[src/rtl/clock_ctrl_pkg.sv]
// Shared encodings, default divisors and small helpers for the clock_ctrl
// sequencing block and the display logic that decodes its mode.
package clock_ctrl_pkg;

  typedef enum logic [1:0] {
    ST_RUN      = 2'd0,
    ST_SET_MIN  = 2'd1,
    ST_SET_HOUR = 2'd2,
    ST_ILLEGAL  = 2'd3
  } state_t;

  localparam int DEF_TICK_DIV  = 50_000_000;
  localparam int DEF_BLINK_DIV = 12_500_000;

  // Mode button walks RUN -> SET_MIN -> SET_HOUR -> RUN; the spare code recovers to RUN.
  function automatic state_t next_mode(input state_t s);
    case (s)
      ST_RUN:      next_mode = ST_SET_MIN;
      ST_SET_MIN:  next_mode = ST_SET_HOUR;
      default:     next_mode = ST_RUN;
    endcase
  endfunction

  function automatic int cnt_width(input int div);
    cnt_width = (div > 1) ? $clog2(div) : 1;
  endfunction

endpackage

[src/rtl/clock_ctrl_btn_pulse.sv]
// Button conditioner: two-flop synchronizer, history flop and rising-edge
// detect giving one single-cycle pulse per press however long it is held.
module btn_pulse (
  input  logic clk,
  input  logic rstn,
  input  logic btn,
  output logic pulse
);

  logic sync1;
  logic sync2;
  logic hist;

  always_ff @(posedge clk or negedge rstn) begin
    if (!rstn) begin
      sync1 <= 1'b0;
      sync2 <= 1'b0;
      hist  <= 1'b0;
    end else begin
      sync1 <= btn;
      sync2 <= sync1;
      hist  <= sync2;
    end
  end

  assign pulse = sync2 & ~hist;

endmodule

[src/rtl/clock_ctrl.sv]
// Digital-clock sequencer: one-second prescaler, set-mode FSM and registered
// enable pulses chaining the seconds, minutes and hour counters.
//
// state       | meaning
// ST_RUN      | timekeeping, enables driven by the tick and counter carries
// ST_SET_MIN  | time frozen, inc button steps minutes, blink active
// ST_SET_HOUR | time frozen, inc button steps hours, blink active
// ST_ILLEGAL  | unreachable code, returns to ST_RUN on the next cycle
module clock_ctrl
  import clock_ctrl_pkg::*;
#(
  parameter int TICK_DIV  = DEF_TICK_DIV,
  parameter int BLINK_DIV = DEF_BLINK_DIV
) (
  input  logic       clk,
  input  logic       rstn,
  input  logic       mode_btn,
  input  logic       inc_btn,
  input  logic       sec_cout,
  input  logic       min_cout,
  output logic       sec_en,
  output logic       min_en,
  output logic       hour_en,
  output logic [1:0] state,
  output logic       blink
);

  localparam int PW = cnt_width(TICK_DIV);
  localparam int BW = cnt_width(BLINK_DIV);
  localparam logic [PW-1:0] P_MAX = PW'(TICK_DIV - 1);
  localparam logic [BW-1:0] B_MAX = BW'(BLINK_DIV - 1);

  state_t        state_q;
  logic [PW-1:0] pcnt;
  logic [BW-1:0] bcnt;
  logic          mode_p;
  logic          inc_p;
  logic          tick;
  logic          in_run;
  logic          in_set;

  btn_pulse u_mode (
    .clk   (clk),
    .rstn  (rstn),
    .btn   (mode_btn),
    .pulse (mode_p)
  );

  btn_pulse u_inc (
    .clk   (clk),
    .rstn  (rstn),
    .btn   (inc_btn),
    .pulse (inc_p)
  );

  assign in_run = (state_q == ST_RUN);
  assign in_set = (state_q == ST_SET_MIN) || (state_q == ST_SET_HOUR);
  assign tick   = in_run && (pcnt == P_MAX);

  always_ff @(posedge clk or negedge rstn) begin
    if (!rstn) begin
      state_q <= ST_RUN;
      pcnt    <= '0;
      bcnt    <= '0;
      blink   <= 1'b0;
      sec_en  <= 1'b0;
      min_en  <= 1'b0;
      hour_en <= 1'b0;
    end else begin
      if (state_q == ST_ILLEGAL)
        state_q <= ST_RUN;
      else if (mode_p)
        state_q <= next_mode(state_q);

      // Leaving RUN parks the prescaler so re-entry waits a full second.
      if (in_run && !mode_p)
        pcnt <= tick ? '0 : pcnt + 1'b1;
      else
        pcnt <= '0;

      if (!in_set || mode_p) begin
        bcnt  <= '0;
        blink <= 1'b0;
      end else if (bcnt == B_MAX) begin
        bcnt  <= '0;
        blink <= ~blink;
      end else begin
        bcnt <= bcnt + 1'b1;
      end

      // A mode press in a set state swallows a coincident inc press.
      sec_en  <= tick;
      min_en  <= (tick && sec_cout) ||
                 ((state_q == ST_SET_MIN) && inc_p && !mode_p);
      hour_en <= (tick && sec_cout && min_cout) ||
                 ((state_q == ST_SET_HOUR) && inc_p && !mode_p);
    end
  end

  assign state = state_q;

endmodule

[config.mk]
export PLATFORM = sky130hd
export DESIGN_NAME = clock_ctrl
export DESIGN_NICKNAME = d
export VERILOG_FILES = /design/src/rtl/clock_ctrl_pkg.sv /design/src/rtl/clock_ctrl_btn_pulse.sv /design/src/rtl/clock_ctrl.sv
export SDC_FILE = /design/constraint.sdc
export NUM_CORES = 1
export LEC_CHECK = 0
export CAP_MARGIN = 40
export CORE_ASPECT_RATIO = 0.75
export CORE_MARGIN = 2
export CORE_UTILIZATION = 60
export CTS_CLUSTER_DIAMETER = 120
export CTS_CLUSTER_SIZE = 20
export DETAILED_ROUTE_END_ITERATION = 7
export GPL_TIMING_DRIVEN = 0
export PLACE_DENSITY_LB_ADDON = 0.08
export SLEW_MARGIN = 25
export SYNTH_ARGS = -nofsm -noshare
export SYNTH_HDL_FRONTEND = slang
export SYNTH_SLANG_ARGS = --single-unit
[constraint.sdc]
create_clock -name clk -period 2.3 [get_ports clk]
set_input_delay 0.46 -clock clk [delete_from_list [all_inputs] [get_ports clk]]
set_output_delay 0.46 -clock clk [all_outputs]
set_load 0.02 [all_outputs]
### Yosys cells after proc, flatten, opt, wreduce, memory -nomap -nowiden

Cells that the tools add are included.
Widths: inputs -> output; s select.

* register bits: 62
* bits in latches: 0
* bits in writable memories: 0
* bits in read-only memories: 0
* bits of input ports: 6
* output and inout port bits: 6
* memories kept: 0

* $add $sub $neg: 2
* multiply operators: 0
* div/mod/pow operators: 0
* $lt $le $gt $ge: 0
* equality and inequality tests: 5
* shift operators: 0
* muxes and demuxes: 9
* bitwise gates (word level): 5
* reductions and logical operators: 17

Operators by type and width (number)
* $mux 26: 2
* $mux 24: 2
* $add 26x1->26 const B: 1
* $eq 26x26->1 const B: 1
* $add 24x1->24 const B: 1
* $eq 24x24->1 const B: 1
* $logic_and 1x1->1: 8
* $eq 2x2->1 const B: 2
* $logic_or 1x1->1: 4
* $mux 2: 2
* $pmux 2 s2: 1
* $reduce_bool 2->1: 2
* $not 1->1: 3
* $and 1x1->1: 2
* $eq 2x1->1 const B: 1
* $logic_not 1->1: 2
* $logic_not 2->1: 1
* $mux 1: 2

### Longest topological paths before layout

* depth in word-level cells: 5
* gate-level depth with buffers: 7
* gate-level depth less buffers: 6

### Hierarchy

A second synthesis with hierarchy kept.

* cells, all modules: 303
* area total of the unflattened synthesis: 3056.7 um^2

Modules (own cells, without submodules)
* clock_ctrl: times used 1, cells each 295, area an instance 2879.0 um^2, seq. area each 1401.3 um^2
* btn_pulse: times used 2, cells each 4, area an instance 88.8 um^2, seq. area each 75.1 um^2

### Worst setup path before layout

OpenSTA, ideal clock, no wires.

* kind: reg2reg
* from: register pcnt[0]
* to: register pcnt[24]
* setup time: 78 ps
* arrival time: 1921 ps
* required time: 2222 ps
* slack: 301 ps
* stages on the path, launching flop included: 7
* path buffers: 1
* clock period less this slack: 1999 ps
* path through: dfrtp_1 > ha_1 > nand3_2 > or4_4 > buf_6 > or4_1 > a21oi_1

* cells in the longest elaborated chain, start to end: 4

Ends and longest elaborated chain
* from (decl): RTL line clock_ctrl.sv:34 `logic [PW-1:0] pcnt;`
* from (signal assigned): RTL line clock_ctrl.sv:77 `pcnt <= tick ? '0 : pcnt + 1'b1;`
* parallel branches: the longest is 2 deep, another holds $add 26x1->26
* $mux 26 *: RTL line clock_ctrl.sv:77
* $mux 26 *: RTL line clock_ctrl.sv:76 `if (in_run && !mode_p)`

Every way passes the cells marked *.
A chain may end at the register's enable or synchronous reset.

### Worst setup path in the final report

Ends and elaborated chain as after synthesis.

==> out/qor.yml <==
synth_top_flop_cell: "dfrtp_1"
synth_edf_count: 0
diodes: 0
dieArea_um2: 5601
die_y_um: 65.32
die_w_um: 85.76
wl_met3_um: 268
setup_viol: 0
seq_area_frac_synth: 0.5158
synth_area_leader_cell: "dfrtp_1"
drive_above_1_share: 0.09422
rr_worst_depth: 6
grt_usage: 0.2291
drtIter0Drc: 174
critPathArrivalTime_ns: 2.39
layout.nets: 340
hold_depth: 0
via_per_inst: 5.864
largest_register_ffs: 26
ioPinCount: 12
path_max_fanout: 10
yosysMostFrequentCell: "dfrtp_1"
tightest_slew_ns: 0.4640
p_total_mw: 2.499
top_layer_used: "met4"
syn_avg_cell_area_um2: 9.894
numCtsBuffers: 9
dp.cells: 376
yosys_warnings: 0
instances_no_fill: 389
syn_nets: 317
violations: "DRC"
grt_setup_unrepaired: "false"
place.port_buffers: 11
antenna_left: 0
yosysUniqueCellTypes: 39
drv_cap: 0
async_reset_ff_frac: 1.000
wl_per_cell_um: 14.67
synth_area_leaders: "dfrtp_1 52%, xnor2_1 4.7%, a21oi_1 4.2%, nor2_1 4.0%, or3_1 3.3%"
core_area_um2: 4872
grt_overflow: 0
fin_crit_ns: 2.140
cp-end-kind: "flip-flop"
drc: 3
insertion_delay_ns: 0.33
cts_setup_buffers: 0
outcome: "complete, but fails checks"
synth_top_area_share: 0.5158
slowest_delay_ns: 0.57
cts.sinks: 62
peakVddDrop_uv: 625.1
fmax_ghz: 0.4672
syn_to_final_growth_pct: 12.77
power.density_nw_per_um2: 736.6
hold_viol: 0
hold_slack_ns: 0.3551
synthCells: 304
grt_first_pass_wirelength_um: 9894
syn_area_um2: 3008
start_util: 0.6174
wl_met2_um: 2397
grt_max_degree: 44
maxSlewHeadroom: 0.6900
dp_hpwl_um: 4022
vias: 2281
htreeDepth: 3
cp_slowest_cell: "or4_4"
power.leakage_nw: 1.325
clock_path_buffers: 2
crit_path_start_kind: "flip-flop"
ys_ff_latch: 62
crit_type: "reg -> reg"
cts-root-buf: "clkbuf_8"
place_congestion: 0.8058
antenna_found_initial: 0
dr.pass1.iters: 6
fin_crit_sh: 0.9305
cts_tree: "yes"
clkSlewWorstSetupHoldPaths_ns: 0.06
num_rows: 22
cp.required_ns: 2.55
synthTopCellsByCount: "62 x dfrtp_1, 32 x nor2_1, 25 x a21oi_1"
top_register: "pcnt"
path_cells: "ha_2 > nand3_2 > or4_4 > buf_6 > or4_1 > a21oi_1"
wl_met1_um: 2993
n_fill_cell: 380
report.final.slew_viol_count: 0
grt_pass1_vias: 2086
wl_um: 5708
hold_path.class: "reg -> reg"
clock_skew_ns: 0.005278
==> cell type report <==
cell class | count | area [um^2] | area share
Clock inverter | 2 | 10.01 | 0.002951
Tap cell | 60 | 75.07 | 0.02213
Timing Repair Buffer | 13 | 137.6 | 0.04058
Buffer | 9 | 46.29 | 0.01365
Multi-Input combinational cell | 223 | 1386 | 0.4087
Inverter | 9 | 33.78 | 0.009959
Clock buffer | 11 | 151.4 | 0.04463
Sequential cell | 62 | 1551 | 0.4574
==> what timing repair did <==
item                                    in CTS  in global routing
hold buffers                                 1                  0
hold endpoints to repair                     2                  0
endpoints found under the setup margin       0                 40
gates resized for setup                      0                  9
==> cells in the final DEF (no fill, tap or decap), types with 2 or more instances in the layout <==
master and instances:
dfrtp_1 62, nor2_1 32, a21oi_1 25, nand2_1 19, nand3_1 18, o21ai_0 16
or3_1 16, xnor2_1 16, nand4_1 12, clkbuf_8 11, clkdlybuf4s50_1 10, inv_1 9
or4_1 8, o31ai_1 7, nor3_1 7, xor2_1 6, ha_1 6, and4_1 4
clkbuf_1 4, nor4_1 3, and3_1 3, clkbuf_2 3, nor4b_1 2, nand3_2 2
or4_4 2, and4b_1 2, mux2_2 2, clkinv_2 2
==> routing by layer <==
metal / global-route usage / vias to the layer above
li1: - / 1140
met1: 0.3513 / 1087
met2: 0.3125 / 48
met3: 0.06156 / 6
met4: 0.07738 / 0
met5: 0 / -
==> stage by stage <==
| step | utilization | worst slack, ns | setup TNS [ns] | instance area, um^2 |
|---|---|---|---|---|
| final | 0.6962 | 0.1598 | 0 | 3392 |
| after global routing | 0.6962 | 0.01117 | 0 | 3392 |
| after CTS | 0.6941 | 0.06424 | 0 | 3382 |
| after detailed placement | 0.6590 | 0.07939 | 0 | 3211 |
| after global placement | 0.6554 | -1.199 | -74.13 | 3193 |
| after floorplan | - | 0.3007 | 0 | 3008 |
==> final timing paths <==
kind	startpoint	endpoint	slack (ns)
worst max-delay path	pcnt[0]	pcnt[24]	0.16
worst min-delay path	u_inc.sync1	u_inc.sync2	0.36
worst max register to register	pcnt[0]	pcnt[24]	0.16
worst min register to register	u_inc.sync1	u_inc.sync2	0.36
max in group asynchronous	rstn	pcnt[10]	1.24
min in group asynchronous	rstn	bcnt[17]	0.55
==> critical path: cells and delay by family, from the launching register on <==
| family | cells | cell delay, ns |
|---|---|---|
| fa+ha+maj | 1 | 0.22 |
| simple gates | 3 | 1.13 |
| buf+inv | 1 | 0.16 |
| compound gates | 1 | 0.15 |
| flops | 1 | 0.40 |
==> kinds of logic after synthesis <==
logic type | after synthesis | share of synthesized area
and+or+nand+nor | 140 | 0.2608
DFF | 62 | 0.5158
AOI/OAI and AO/OA | 52 | 0.09609
xor gates and xnor gates | 22 | 0.06406
buffers and inverters | 19 | 0.02662
adders and majority gates | 7 | 0.02912
muxes | 2 | 0.007487
==> report_power, final <==
group / total, mW / switching, mW / internal (mW) / leakage [nW]
registers: 1.22 / 0.0650 / 1.15 / 0.846
logic: 0.480 / 0.314 / 0.166 / 0.392
clock network: 0.802 / 0.374 / 0.428 / 0.0869
total: 2.50 / 0.753 / 1.75 / 1.32
(Power assumes the default switching activity.)
